--- config.mk ---
export PLATFORM = sky130hd
export DESIGN_NAME = unary_stream_tx
export DESIGN_NICKNAME = d
export VERILOG_FILES = /design/src/rtl/unary_stream_tx.sv
export SDC_FILE = /design/constraint.sdc
export NUM_CORES = 1
export LEC_CHECK = 0
export ABC_AREA = 1
export BUFFER_PORTS_ARGS = -buffer_cell sky130_fd_sc_hd__clkbuf_2
export CAP_MARGIN = 25
export CELL_PAD_IN_SITES_DETAIL_PLACEMENT = 1
export CELL_PAD_IN_SITES_GLOBAL_PLACEMENT = 1
export CORE_MARGIN = 2
export CORE_UTILIZATION = 44
export DETAILED_ROUTE_END_ITERATION = 10
export GPL_TIMING_DRIVEN = 0
export HOLD_SLACK_MARGIN = 0.03
export PLACE_DENSITY = 0.84
export SYNTH_ARGS = -nofsm -noshare
export SYNTH_HDL_FRONTEND = slang
export SYNTH_SLANG_ARGS = --single-unit
--- constraint.sdc ---
create_clock -name clk -period 4.4 [get_ports clk]
set_input_delay 0.88 -clock clk [delete_from_list [all_inputs] [get_ports clk]]
set_output_delay 0.88 -clock clk [all_outputs]
set_load 0.05 [all_outputs]
--- src/rtl/unary_stream_tx.sv ---
// Serialises two binary operands into beat-aligned unary (thermometer) streams,
// then holds a write phase so the downstream unary adder can emit its count.
module unary_stream_tx #(
    parameter int FRAME_LEN = 16,
    parameter int CW        = 5,
    parameter int DRAIN_LEN = 32
) (
    input  logic          clk,
    input  logic          rst_n,
    input  logic          start,
    input  logic          abort,
    input  logic [CW-1:0] val_a,
    input  logic [CW-1:0] val_b,
    output logic          A,
    output logic          B,
    output logic          en,
    output logic          read_or_write,
    output logic          busy,
    output logic          done
);

    localparam int BW = (FRAME_LEN > 1) ? $clog2(FRAME_LEN) : 1;
    localparam int DW = (DRAIN_LEN > 1) ? $clog2(DRAIN_LEN) : 1;
    localparam logic [CW-1:0] FRAME_MAX  = CW'(FRAME_LEN);
    localparam logic [BW-1:0] LAST_BEAT  = BW'(FRAME_LEN - 1);
    localparam logic [DW-1:0] LAST_DRAIN = DW'(DRAIN_LEN - 1);

    typedef enum logic [1:0] {
        IDLE  = 2'd0,
        SEND  = 2'd1,
        DRAIN = 2'd2
    } state_t;

    state_t        r_state;
    logic [BW-1:0] r_beat;
    logic [DW-1:0] r_drain;
    logic [CW-1:0] r_capA;
    logic [CW-1:0] r_capB;
    logic          r_A;
    logic          r_B;
    logic          r_en;
    logic          r_rw;
    logic          r_busy;
    logic          r_done;

    state_t        w_stateNext;
    logic [BW-1:0] w_beatNext;
    logic [DW-1:0] w_drainNext;
    logic [CW-1:0] w_capANext;
    logic [CW-1:0] w_capBNext;
    logic          w_sendBeat;
    logic          w_aNext;
    logic          w_bNext;
    logic          w_enNext;
    logic          w_rwNext;
    logic          w_busyNext;
    logic          w_doneNext;

    function automatic logic [CW-1:0] saturate(input logic [CW-1:0] v);
        return (v > FRAME_MAX) ? FRAME_MAX : v;
    endfunction

    always_ff @(posedge clk) begin
        if (!rst_n) begin
            r_state <= IDLE;
            r_beat  <= '0;
            r_drain <= '0;
            r_capA  <= '0;
            r_capB  <= '0;
            r_A     <= 1'b0;
            r_B     <= 1'b0;
            r_en    <= 1'b0;
            r_rw    <= 1'b0;
            r_busy  <= 1'b0;
            r_done  <= 1'b0;
        end else begin
            r_state <= w_stateNext;
            r_beat  <= w_beatNext;
            r_drain <= w_drainNext;
            r_capA  <= w_capANext;
            r_capB  <= w_capBNext;
            r_A     <= w_aNext;
            r_B     <= w_bNext;
            r_en    <= w_enNext;
            r_rw    <= w_rwNext;
            r_busy  <= w_busyNext;
            r_done  <= w_doneNext;
        end
    end

    // Outputs are computed from the next beat index so beat 0 appears right after acceptance.
    always_comb begin
        w_stateNext = r_state;
        w_beatNext  = r_beat;
        w_drainNext = r_drain;
        w_capANext  = r_capA;
        w_capBNext  = r_capB;
        w_sendBeat  = 1'b0;
        w_aNext     = 1'b0;
        w_bNext     = 1'b0;
        w_enNext    = 1'b0;
        w_rwNext    = 1'b0;
        w_busyNext  = 1'b0;
        w_doneNext  = 1'b0;

        case (r_state)
            IDLE: begin
                if (start && !abort) begin
                    w_stateNext = SEND;
                    w_beatNext  = '0;
                    w_capANext  = saturate(val_a);
                    w_capBNext  = saturate(val_b);
                    w_sendBeat  = 1'b1;
                end
            end
            SEND: begin
                if (abort) begin
                    w_stateNext = IDLE;
                end else if (r_beat == LAST_BEAT) begin
                    w_stateNext = DRAIN;
                    w_drainNext = '0;
                    w_rwNext    = 1'b1;
                    w_busyNext  = 1'b1;
                end else begin
                    w_beatNext = r_beat + 1'b1;
                    w_sendBeat = 1'b1;
                end
            end
            DRAIN: begin
                if (abort) begin
                    w_stateNext = IDLE;
                end else if (r_drain == LAST_DRAIN) begin
                    w_stateNext = IDLE;
                    w_doneNext  = 1'b1;
                end else begin
                    w_drainNext = r_drain + 1'b1;
                    w_rwNext    = 1'b1;
                    w_busyNext  = 1'b1;
                end
            end
            default: w_stateNext = IDLE;
        endcase

        if (w_sendBeat) begin
            w_enNext   = 1'b1;
            w_busyNext = 1'b1;
            w_aNext    = (CW'(w_beatNext) < w_capANext);
            w_bNext    = (CW'(w_beatNext) < w_capBNext);
        end
    end

    assign A             = r_A;
    assign B             = r_B;
    assign en            = r_en;
    assign read_or_write = r_rw;
    assign busy          = r_busy;
    assign done          = r_done;

endmodule

* Word level (Yosys, flattened, before mapping)
Cells that the tools add are included.
Word-level totals: output and inout bits 6, input bits 14, register bits after elaboration 27, logic and storage cells 71
Operators by class: equal/unequal tests 11, reductions and logical operators 8, bitwise operators 2, mux-type cells 33, add/subtract/negate cells 2, magnitude comparators 4
Operators with widths (count):
- 5-bit 2-to-1 mux | 10
- 4-bit 2-to-1 mux | 3
- 5-bit greater-than comparator (second input constant) | 2
- 4-bit by 5-bit < comparator with 1-bit output | 2
- 1-bit 2-to-1 mux | 10
- 2-bit 2-to-1 mux | 5
- 2-bit != test (second input constant) | 5
- 5-bit case mux with 2 select lines | 1
- 4-bit case mux with 2 select lines | 1
- 3-bit != test (second input constant) | 2
- 2-bit case mux with 3 select lines | 1
- 5-bit by 1-bit adder with 5-bit output (second input constant) | 1
- 5-bit == test (second input constant) | 1
- 5-bit AND reduction | 1
- 4-bit by 1-bit adder with 4-bit output (second input constant) | 1
- 4-bit == test (second input constant) | 1
- 1-bit case mux with 2 select lines | 2
- 3-bit AND reduction | 1
- 3-bit OR reduction | 1
- 2-bit by 1-bit == test with 1-bit output (second input constant) | 1
- 2-bit == test (second input constant) | 1
- 2-bit logical NOT | 1
- 1-bit inverter | 2
- 2-bit AND reduction | 1
- 3 further kinds | 3

* Logic depth before layout (Yosys ltp)
Gate-level depths: netlist of the first run.
depth after elaboration 5, mapped depth 13, mapped depth without buffers 13

* Least setup slack after synthesis of the first run
OpenSTA, ideal clock, no wires.
path kind input to register, start point input port abort, end point register r_A, in the netlist A, data arrival time 2.178 ns, buffers on the path 0, setup time 0.070 ns, stages on the path 11, data required time 4.330 ns, slack 2.152 ns, cell sequence inv_2 -> nand3_4 -> inv_2 -> nand3_1 -> a21boi_0 -> ha_1 -> a21oi_1 -> nor2_1 -> o21ai_0 -> nand2_1 -> a21oi_1
Between the ends: word-level cells in the longest chain between the ends 5, elaborated cells on any way between the ends 12, classes of those cells order compare: 1; mux: 8; reduce/logical: 3
RTL lines:
- start, declared | line 11 | input logic abort,
- 1-bit logical NOT | line 108 | if (start && !abort) begin
- 1-bit logical AND | line 108
- 4-bit 2-to-1 mux (tied with other cells) | line 108
- 4-bit case mux with 2 select lines (tied with other cells) | line 106 | case (r_state)
- 4-bit by 5-bit < comparator with 1-bit output / 2-bit AND reduction (equally long branches)
- end signal, assigned | line 82 | r_A <= w_aNext;
- end, declared | line 39 | logic r_A;
Parallel ways exist; a longest one is shown, timed or not. A chain may end at the register's enable or synchronous reset.

* Worst setup path in the final report of the first run
start point input port abort, end point register r_B, in the netlist B
Between the ends: word-level cells in the longest chain between the ends 5, elaborated cells on any way between the ends 12, classes of those cells order compare: 1; mux: 8; reduce/logical: 3
RTL lines:
- 1-bit logical NOT | line 108
- 1-bit logical AND | line 108
- 4-bit 2-to-1 mux | line 108
- 4-bit case mux with 2 select lines * | line 106
- named net w_beatNext[3] | line 47 | logic [BW-1:0] w_beatNext;
- 4-bit by 5-bit < comparator with 1-bit output * | line 148 | w_bNext = (CW'(w_beatNext) < w_capBNext);
- end signal, assigned | line 83 | r_B <= w_bNext;
- end, declared | line 40 | logic r_B;
Mark *: on every way through the listed nets, which the timed path passes. The rest lies on a longest branch.

==> results of run 1 <==
-- flip-flops by register name (all words and copies together) (netlist names) --
register / flops
A: 1
B: 1
busy: 1
done: 1
en: 1
r_beat: 4
r_capA: 5
r_capB: 5
r_drain: 5
r_state: 2
read_or_write: 1
-- logic make-up after synthesis --
| group | after synthesis | synth area share (%) |
|---|---|---|
| AND/OR/NAND/NOR | 84 | 26.6 |
| flip-flops | 27 | 38.7 |
| AO/OA/AOI/OAI | 36 | 15.8 |
| buffers and inverters | 23 | 6.19 |
| XOR/XNOR | 3 | 1.88 |
| adder cells (fa/ha/maj) | 12 | 10.8 |
-- final timing paths --
check        startpoint    endpoint  cells after the start  slack (ns)
min reg2reg  r_drain[0]  r_drain[0]                      2        0.52
max               abort           B                     13        2.09
max reg2reg  r_state[0]           B                     12        2.09
min          r_drain[0]  r_drain[0]                      2        0.52
-- layout by cell type, fill, tap and decap left out, drive strengths merged --
cell type	n
o211ai	1
dfxtp	27
inv	22
nand4	1
ha	12
xor2	1
clkbuf	23
a21boi	4
nand3	13
o21ai	13
nand2	35
clkinv	1
nor3	2
a21oi	16
a22oi	2
or2	2
xnor2	2
nor2	31
-- metrics by stage --
stage | hold slack (ns) | total power [mW]
after floorplan | 0.472 | 0.589
after global placement | 0.489 | 0.655
after detailed placement | 0.506 | 0.676
after CTS | 0.526 | 0.786
after global routing | 0.557 | 0.847
final | 0.521 | 0.777
-- layer usage --
metal / routed length (um) / GRT usage [%] / up-vias / share of wire, %
li1: - / - / 649 / -
met4: 86 / 10.8 / 0 / 2.7
met3: 72 / 2.81 / 8 / 2.3
met1: 1320 / 20.6 / 591 / 42
met5: 0 / 0 / - / 0
met2: 1660 / 38.2 / 21 / 53
-- report_power, final --
group / internal (mW) / switching [mW] / total (mW) / leakage, nW
logic: 0.119 / 0.240 / 0.358 / 0.508
clock network: 0.0342 / 0.0750 / 0.109 / 0.0177
registers: 0.286 / 0.0231 / 0.310 / 0.220
total: 0.439 / 0.338 / 0.777 / 0.745
-- layout make-up --
| class | count | area, sq um |
|---|---|---|
| Buffer | 1 | 3.75 |
| Sequential cell | 27 | 541 |
| Inverter | 22 | 82.6 |
| Fill cell | 408 | 1460 |
| Tap cell | 44 | 55.1 |
| Timing Repair Buffer | 19 | 95.1 |
| Clock inverter | 1 | 5.00 |
| Multi-Input combinational cell | 135 | 768 |
| Clock buffer | 3 | 22.5 |
-- worst reg2reg max path: stages (launching register included) --
cell and delay (ns):
dfxtp_1 0.37, inv_1 0.08, ha_1 0.29, nand3_4 0.18, inv_2 0.11, nand3_1 0.09, a21boi_0 0.27, ha_1 0.30
a21oi_1 0.15, nor2_1 0.05, o21ai_0 0.18, nand2_1 0.07, a21oi_1 0.11
==> key figures, run 1 <==
Worst setup path
  • CP max-delay cell: ha_1
  • Worst path bufs/invs: 4
  • Worst path arrival time: 2.59 ns
  • WS Path Type: input port to register
  • CP max stage delay: 0.31 ns
  • Critical Path Fanout Max: 6
  • Critical path data required time: 4.68 ns
  • Crit. End Element: register
  • Crit-path cells: clkbuf_2 -> inv_2 -> nand2_1 -> a21oi_1 -> inv_1 -> a21oi_1 -> nand2_1 -> ha_1 -> inv_1 -> nor2_1 -> o21ai_0 -> nand2_1 -> a21oi_1
  • Critical path launch point type: input port
  • CP top delay family: compound AO/OA/AOI/OAI gates

Pwr
  • Cell Pwr Density: 494 nW/um^2
  • Max IR drop VDD: 235 uV
  • Leak pwr: 0.745 nW

Route
  • DRC errors left: 0
  • DR iter-0 viols: 19
  • Drt wl/cell: 12.5 um
  • Routed vias/inst: 5.04
  • Via count: 1269
  • Antenna-violating nets left: 0
  • Total wire length: 3140 um
  • DRT Pass-1 Iters: 5

Floorplan
  • DIE AREA: 3640 sq um
  • Core area: 3030 sq um
  • Initial core utilization: 46.1%
  • Die height: 60.3 um
  • Row count: 20
  • DIE WIDTH: 60.3 um
  • I/O Pins: 20

CTS
  • CTS resizes: 0
  • Skew-Pair Late Insertion Delay: 0.33 ns
  • Setup Fix Bufs, Post-CTS: 0
  • Maximum root-to-sink buffer count: 2
  • Reg clk slew, reported paths: 0.15 ns
  • Num CTS Buffers: 3
  • Clk sink count: 27
  • CTS tree: yes
  • CTS H-tree lvls: 1
  • Cts hold-fix bufs: 0
  • Clock root buffer: clkbuf_4

Yosys
  • Synthesized area: 1400 sq um
  • Syn Inst Count: 185
  • Commonest register cell after synthesis: dfxtp_1
  • Sequential cell area fraction in the yosys report: 38.7%
  • Syn_area_per_cell: 7.54 sq um
  • Synth Net Count: 211
  • Biggest area consumer among synthesized cells: dfxtp_1
  • Yosys top cell area share: 38.7%
  • Synth top area cells: dfxtp_1 39%, ha_1 11%, nand2_1 8.6%
  • YS warnings: 0
  • Commonest cells in the netlist: 32 x nand2_1, 31 x nor2_1, 27 x dfxtp_1, 20 x inv_1, 14 x a21oi_1
  • Most common cell in the synthesized netlist: nand2_1
  • EDFF count, synth: 0
  • Post-synth ARST share: 0%
  • FF+latch count, synth: 27
  • Cell variety after synth: 27

GRT
  • Largest net degree at the start of global routing: 16
  • Vias in the first global route: 1328
  • Grt total ovfl: 0
  • GRT Util Overall: 20.0%
  • Initial antenna violation count: 0
  • First-pass GRT wire length: 5380 um

Hold path
  • HP Class: register to register

Run status
  • Outcome: finished, final reports clean

Timing
  • Worst Skew: 0.00702 ns
  • Final hold vios: 0
  • Worst Tran Pin Value: 0.477 ns
  • Final critical-path setup slack: 2.09 ns
  • Final Critical Period: 2.31 ns
  • Final Max Tran Viols: 0
  • Max_slew headroom: 68.2%
  • Final setup viols: 0
  • Final period util: 52.5%
  • Max frequency: 0.433 GHz
  • Setup TNS: 0 ns
  • RSZ-0062 raised after global routing: false

Place
  • Port bufs: 19
  • Dpl hpwl: 2580 um
  • Placed Instance Area: 1550 sq um
  • Pre-CTS WS: 1.72 ns
  • Placed Cells: 248
  • GP Congestion: 0.752

Finish
  • Area delta synth->final: 12.7%
  • Fin util: 51.9%
  • Finished Layout Cells: 252
  • Design area: 1570 sq um
  • Share of layout cells above drive strength 1: 16.8%
  • Diode count: 0
  • Fin nets: 235

Flow run
  • Max_cap viols: 0
Power figures use the tool's default switching activity.
==> run 2: changes to the inputs <==
CORE_UTILIZATION = 36   (was 44)
PLACE_DENSITY = 0.74   (was 0.84)
clock period = 1.9 ns   (was 4.4 ns; I/O delays follow)
==> key figures, run 2 (synthesis results as in run 1) <==
CTS
  • Skew-Pair Late Insertion Delay: 0.27 ns (-0.06 ns)
  • Clock root buffer: clkbuf_8
  • Clk sink count: 27 (unchanged)
  • CTS tree: yes
  • Maximum root-to-sink buffer count: 2 (unchanged)
  • Cts hold-fix bufs: 0 (unchanged)
  • CTS H-tree lvls: 1 (unchanged)
  • Num CTS Buffers: 3 (unchanged)
  • Reg clk slew, reported paths: 0.09 ns (-0.06 ns)

Flow run
  • Max_cap viols: 0 (unchanged)

Hold path
  • HP Class: input port to register

Timing
  • Final Max Tran Viols: 0 (unchanged)
  • Final hold vios: 0 (unchanged)
  • Setup TNS: 0 ns (unchanged)
  • Worst Tran Pin Value: 0.471 ns (-0.00622 ns)
  • Worst Skew: 0.00319 ns (-0.00382 ns)
  • Max frequency: 0.530 GHz
  • Final critical-path setup slack: 0.0126 ns (-2.08 ns)
  • Final setup viols: 0 (unchanged)
  • Max_slew headroom: 68.6% (+0.41 points)
  • Final period util: 99.3%
  • Final Critical Period: 1.89 ns
  • Hold_ws: 0.300 ns (-0.221 ns)
  • RSZ-0062 raised after global routing: true

Finish
  • Area delta synth->final: 35.7%
  • Share of layout cells above drive strength 1: 35.1% (+18 points)
  • Diode count: 0 (unchanged)
  • Largest registers: r_capA: 5 flops, r_capB: 5 flops, r_drain: 5 flops
  • Finished Layout Cells: 270 (+7.1%)
  • Fin nets: 249 (+6.0%)
  • Fin util: 51.3% (-0.62 points)
  • Design area: 1890 sq um (+20%)
  • # fillers: 476 (+17%)
  • Commonest non-fill, non-tap cells in the layout: 29 x nand2_1, 29 x nor2_1, 23 x dfxtp_1

Route
  • Met3 WL: 67 um (-6.9%)
  • DRC errors left: 0 (unchanged)
  • Wl on met1: 1650 um (+25%)
  • Via count: 1321 (+4.1%)
  • Drt wl/cell: 14.0 um (+12%)
  • Top layer in use: met4
  • DR WL met2: 2020 um (+22%)
  • DR iter-0 viols: 10 (-9)
  • DRT Pass-1 Iters: 4 (-1)
  • Routed vias/inst: 4.89 (-2.8%)
  • Antenna-violating nets left: 0 (unchanged)
  • Total wire length: 3780 um (+20%)

Pwr
  • Cell Pwr Density: 1180 nW/um^2 (+140%)
  • Tot Pwr: 2.24 mW (+190%)
  • Max IR drop VDD: 743 uV (+220%)
  • Leak pwr: 0.838 nW (+12%)

Place
  • Placed Cells: 252 (+1.6%)
  • Pre-CTS WS: -0.316 ns (-2.03 ns)
  • Placed Instance Area: 1550 sq um (+0.49%)
  • Port bufs: 19 (unchanged)
  • Dpl hpwl: 2670 um (+3.8%)
  • GP Congestion: 0.738 (-1.8%)

GRT
  • Grt total ovfl: 0 (unchanged)
  • First-pass GRT wire length: 6360 um (+18%)
  • Vias in the first global route: 1387 (+4.4%)
  • Largest net degree at the start of global routing: 15 (-1)
  • Initial antenna violation count: 0 (unchanged)
  • GRT Util Overall: 19.0% (-0.91 points)

Worst setup path
  • Critical path launch point type: register
  • Critical Path Fanout Max: 7 (+1)
  • Worst path arrival time: 2.10 ns (-0.49 ns)
  • Crit. End Element: register
  • Critical path data required time: 2.11 ns (-2.57 ns)
  • WS Path Type: register to register

Floorplan
  • Die height: 66.3 um (+9.8%)
  • DIE WIDTH: 66.3 um (+9.8%)
  • I/O Pins: 20 (unchanged)
  • Core area: 3690 sq um (+22%)
  • Row count: 22 (+10%)
  • DIE AREA: 4390 sq um (+21%)
  • Initial core utilization: 37.8% (-8.3 points)

Run status
  • Outcome: finished, final reports clean
[run 2: cell count changes in the layout (fill, tap and decap cells not counted), moves of 4 or more]
cell	before	now
buf_4	0	12
a21oi_2	2	7
ha_1	12	5
dfxtp_1	27	23
inv_1	20	16
ha_4	0	7
dfxtp_2	0	4
a21oi_1	14	9
[run 2: final timing paths]
kind	startpoint	end	slack [ns]	depth (start not counted)
hold / removal	abort	done	0.30	2
hold reg to reg	r_drain[3]	r_drain[3]	0.51	3
setup reg to reg	r_state[1]	B	0.01	13
setup / recovery	r_state[1]	B	0.01	13
[run 2: layer usage]
| metal | vias to the layer above | GRT usage [%] |
|---|---|---|
| li1 | 677 | - |
| met1 | 625 | 21.6 |
| met2 | 15 | 37.3 |
| met3 | 4 | 2.04 |
| met4 | 0 | 4.59 |
| met5 | - | 0 |
[run 2: report_power, final]
part	leakage, nW	switching (mW)	total (mW)	internal [mW]
Combinational	0.594	0.681	1.17	0.488
Clock	0.0228	0.182	0.332	0.150
Sequential	0.221	0.0707	0.741	0.670
[run 2: critical path, stage by stage, from the launching register on]
cell	delay [ns]
dfxtp_2	0.35
inv_4	0.08
ha_4	0.17
nor2_1	0.06
a21oi_2	0.16
inv_2	0.08
a21oi_2	0.17
nand2_2	0.12
ha_4	0.26
inv_1	0.05
nor2_1	0.03
o21ai_1	0.12
nand2_1	0.08
a21oi_2	0.10
[run 2: timing repair]
action / in CTS / in global routing
pin swaps: 8 / 8
buffers inserted: 9 / 5
gates resized for setup: 36 / 7
endpoints found under the setup margin: 2 / 7
[run 2: layout make-up]
class | count | area [sq um] | area share, %
clock buffer | 4 | 45.0 | 2.38
tap | 48 | 60.1 | 3.17
buffer | 1 | 3.75 | 0.198
timing repair buffer | 33 | 216 | 11.4
multi-input combinational | 135 | 932 | 49.2
inverter | 22 | 90.1 | 4.76
sequential | 27 | 546 | 28.8
==> run 3: changes to the inputs <==
BUFFER_PORTS_ARGS = unset   (was -buffer_cell sky130_fd_sc_hd__clkbuf_2)
CORE_MARGIN = unset   (was 2)
CORE_UTILIZATION = 40   (was 36)
DONT_BUFFER_PORTS = 1   (was unset)
==> key figures, run 3 (synthesis results as in run 1) <==
Timing
  • Worst Tran Pin Value: 0.489 ns (+0.0177 ns)
  • Final setup viols: 2 (+2)
  • Setup TNS: -0.413 ns (-0.413 ns)
  • Hold_ws: 0.0766 ns (-0.224 ns)
  • Final critical-path setup slack: -0.244 ns (-0.256 ns)
  • RSZ-0062 raised after global routing: true
  • Final hold vios: 0 (unchanged)
  • Final Max Tran Viols: 0 (unchanged)
  • Final period util: 113% (+13 points)
  • Final Critical Period: 2.14 ns (+0.256 ns)
  • Worst Skew: 0.00567 ns (+0.00248 ns)
  • Max frequency: 0.467 GHz (-12%)
  • Max_slew headroom: 67.4% (-1.2 points)

GRT
  • Largest net degree at the start of global routing: 15 (unchanged)
  • GRT Util Overall: 22.0% (+3.0 points)
  • Vias in the first global route: 1304 (-6.0%)
  • First-pass GRT wire length: 5890 um (-7.4%)
  • Initial antenna violation count: 0 (unchanged)
  • Grt total ovfl: 0 (unchanged)

Route
  • Antenna-violating nets left: 0 (unchanged)
  • DRT Pass-1 Iters: 4 (unchanged)
  • Via count: 1314 (-0.53%)
  • DRC errors left: 0 (unchanged)
  • Drt wl/cell: 16.9 um (+21%)
  • Routed vias/inst: 5.24 (+7.0%)
  • Total wire length: 4250 um (+12%)
  • DR iter-0 viols: 17 (+7)

Worst setup path
  • Worst path arrival time: 2.43 ns (+0.33 ns)
  • Worst path bufs/invs: 0 (-3)
  • R2R setup slack: -0.24 ns (-0.26 ns)
  • Critical path data required time: 2.18 ns (+0.07 ns)
  • CP startpoint: r_beat[0]
  • CP max stage delay: 0.36 ns (about the same)
  • CP max-delay cell: dfxtp_2
  • Critical Path Fanout Max: 2 (-5)
  • Crit. End Element: register
  • Crit-path cells: ha_2 -> xnor2_1 -> nand2_1 -> o211ai_1 -> nand2_4 -> ha_4 -> a21oi_2 -> nor2_2 -> o21ai_1 -> nand2_1 -> a21oi_2
  • Crit Reg-Reg Endpoint: B
  • Capture point of the worst path: B
  • Reg2Reg Depth: 11 (-2)
  • Critical path launch point type: register
  • R2r startpoint: r_beat[0]
  • WS Path Type: register to register
  • Critical path depth: 11 (-2)
  • CP top delay family: compound AO/OA/AOI/OAI gates

CTS
  • CTS tree: yes
  • Num CTS Buffers: 3 (unchanged)
  • CTS H-tree lvls: 1 (unchanged)
  • Skew-Pair Late Insertion Delay: 0.34 ns (+0.07 ns)
  • Clk sink count: 27 (unchanged)
  • Reg clk slew, reported paths: 0.16 ns (+0.07 ns)
  • Maximum root-to-sink buffer count: 2 (unchanged)
  • Clock root buffer: clkbuf_4

Finish
  • Design area: 1820 sq um (-3.7%)
  • Largest registers: r_capA: 5 flops, r_capB: 5 flops, r_drain: 5 flops
  • Diode count: 0 (unchanged)
  • Area delta synth->final: 30.7%
  • Commonest non-fill, non-tap cells in the layout: 28 x nand2_1, 27 x nor2_1, 23 x dfxtp_1
  • Finished Layout Cells: 251 (-7.0%)
  • Share of layout cells above drive strength 1: 32.7% (-2.5 points)
  • Fin util: 54.6% (+3.3 points)
  • Commonest non-fill, non-tap cell in the layout: nand2_1
  • Fin nets: 232 (-6.8%)

Pwr
  • Tot Pwr: 2.31 mW (+3.2%)
  • Cell Pwr Density: 1270 nW/um^2 (+7.2%)
  • Max IR drop VDD: 472 uV (-37%)
  • Leak pwr: 0.773 nW (-7.8%)

Flow run
  • Max_cap viols: 0 (unchanged)

Place
  • Pre-CTS WS: -0.360 ns (-0.0439 ns)
  • GP Congestion: 0.815 (+10%)
  • Dpl hpwl: 2500 um (-6.7%)
  • Port bufs: 0 (-19)
  • Placed Instance Area: 1460 sq um (-6.3%)
  • Placed Cells: 231 (-8.3%)

Floorplan
  • Row count: 21 (-4.5%)
  • Initial core utilization: 41.8% (+4.0 points)
  • DIE WIDTH: 61.1 um (-7.8%)
  • DIE AREA: 3730 sq um (-15%)
  • Core area: 3340 sq um (-9.5%)
  • Die height: 61.1 um (-7.8%)
  • I/O Pins: 20 (unchanged)

Run status
  • Outcome: finished with violations
  • Violated checks: setup timing

Hold path
  • HP Class: input port to register
-- run 3: how the worst min path moves through the flow --
stage | from | endpoint | slack (ns) | depth (start not counted)
2_1_floorplan | r_capA[2] | r_capA[2] | 0.45 | 2
3_3_place_gp | abort | done | 0.45 | 1
3_5_place_dp | abort | done | 0.45 | 1
4_1_cts | abort | done | 0.08 | 1
5_1_grt | abort | done | 0.07 | 1
6_report | abort | done | 0.08 | 1
-- run 3: cell type report --
| type | instances | area (sq um) |
|---|---|---|
| inverters | 22 | 92.6 |
| repair buffers | 16 | 124 |
| multi-input cells | 135 | 973 |
| clock buffers | 4 | 26.3 |
| flip-flops and latches | 27 | 546 |
| fillers | 423 | 1510 |
| well taps | 46 | 57.6 |
| plain buffers | 1 | 3.75 |
-- run 3: timing repair --
action / CTS / global route
gates resized for setup: 32 / 24
buffers inserted: 13 / 3
hold buffers: 0 / 0
endpoints found under the setup margin: 2 / 3
cloned: 0 / 0
pin swaps: 8 / 11
-- run 3: metal layers --
metal | track usage (%) | part of all wire, % | wire [um]
met1 | 25.1 | 41 | 1740
met2 | 41.1 | 53 | 2240
met3 | 3.57 | 2.3 | 98
met4 | 7.79 | 4.0 | 168
met5 | 0 | 0 | 0
-- run 3: power breakdown --
part           switching (mW)  internal, mW
Combinational           0.704         0.521
Sequential              0.145         0.670
Clock                   0.191        0.0826
Total                    1.04          1.27
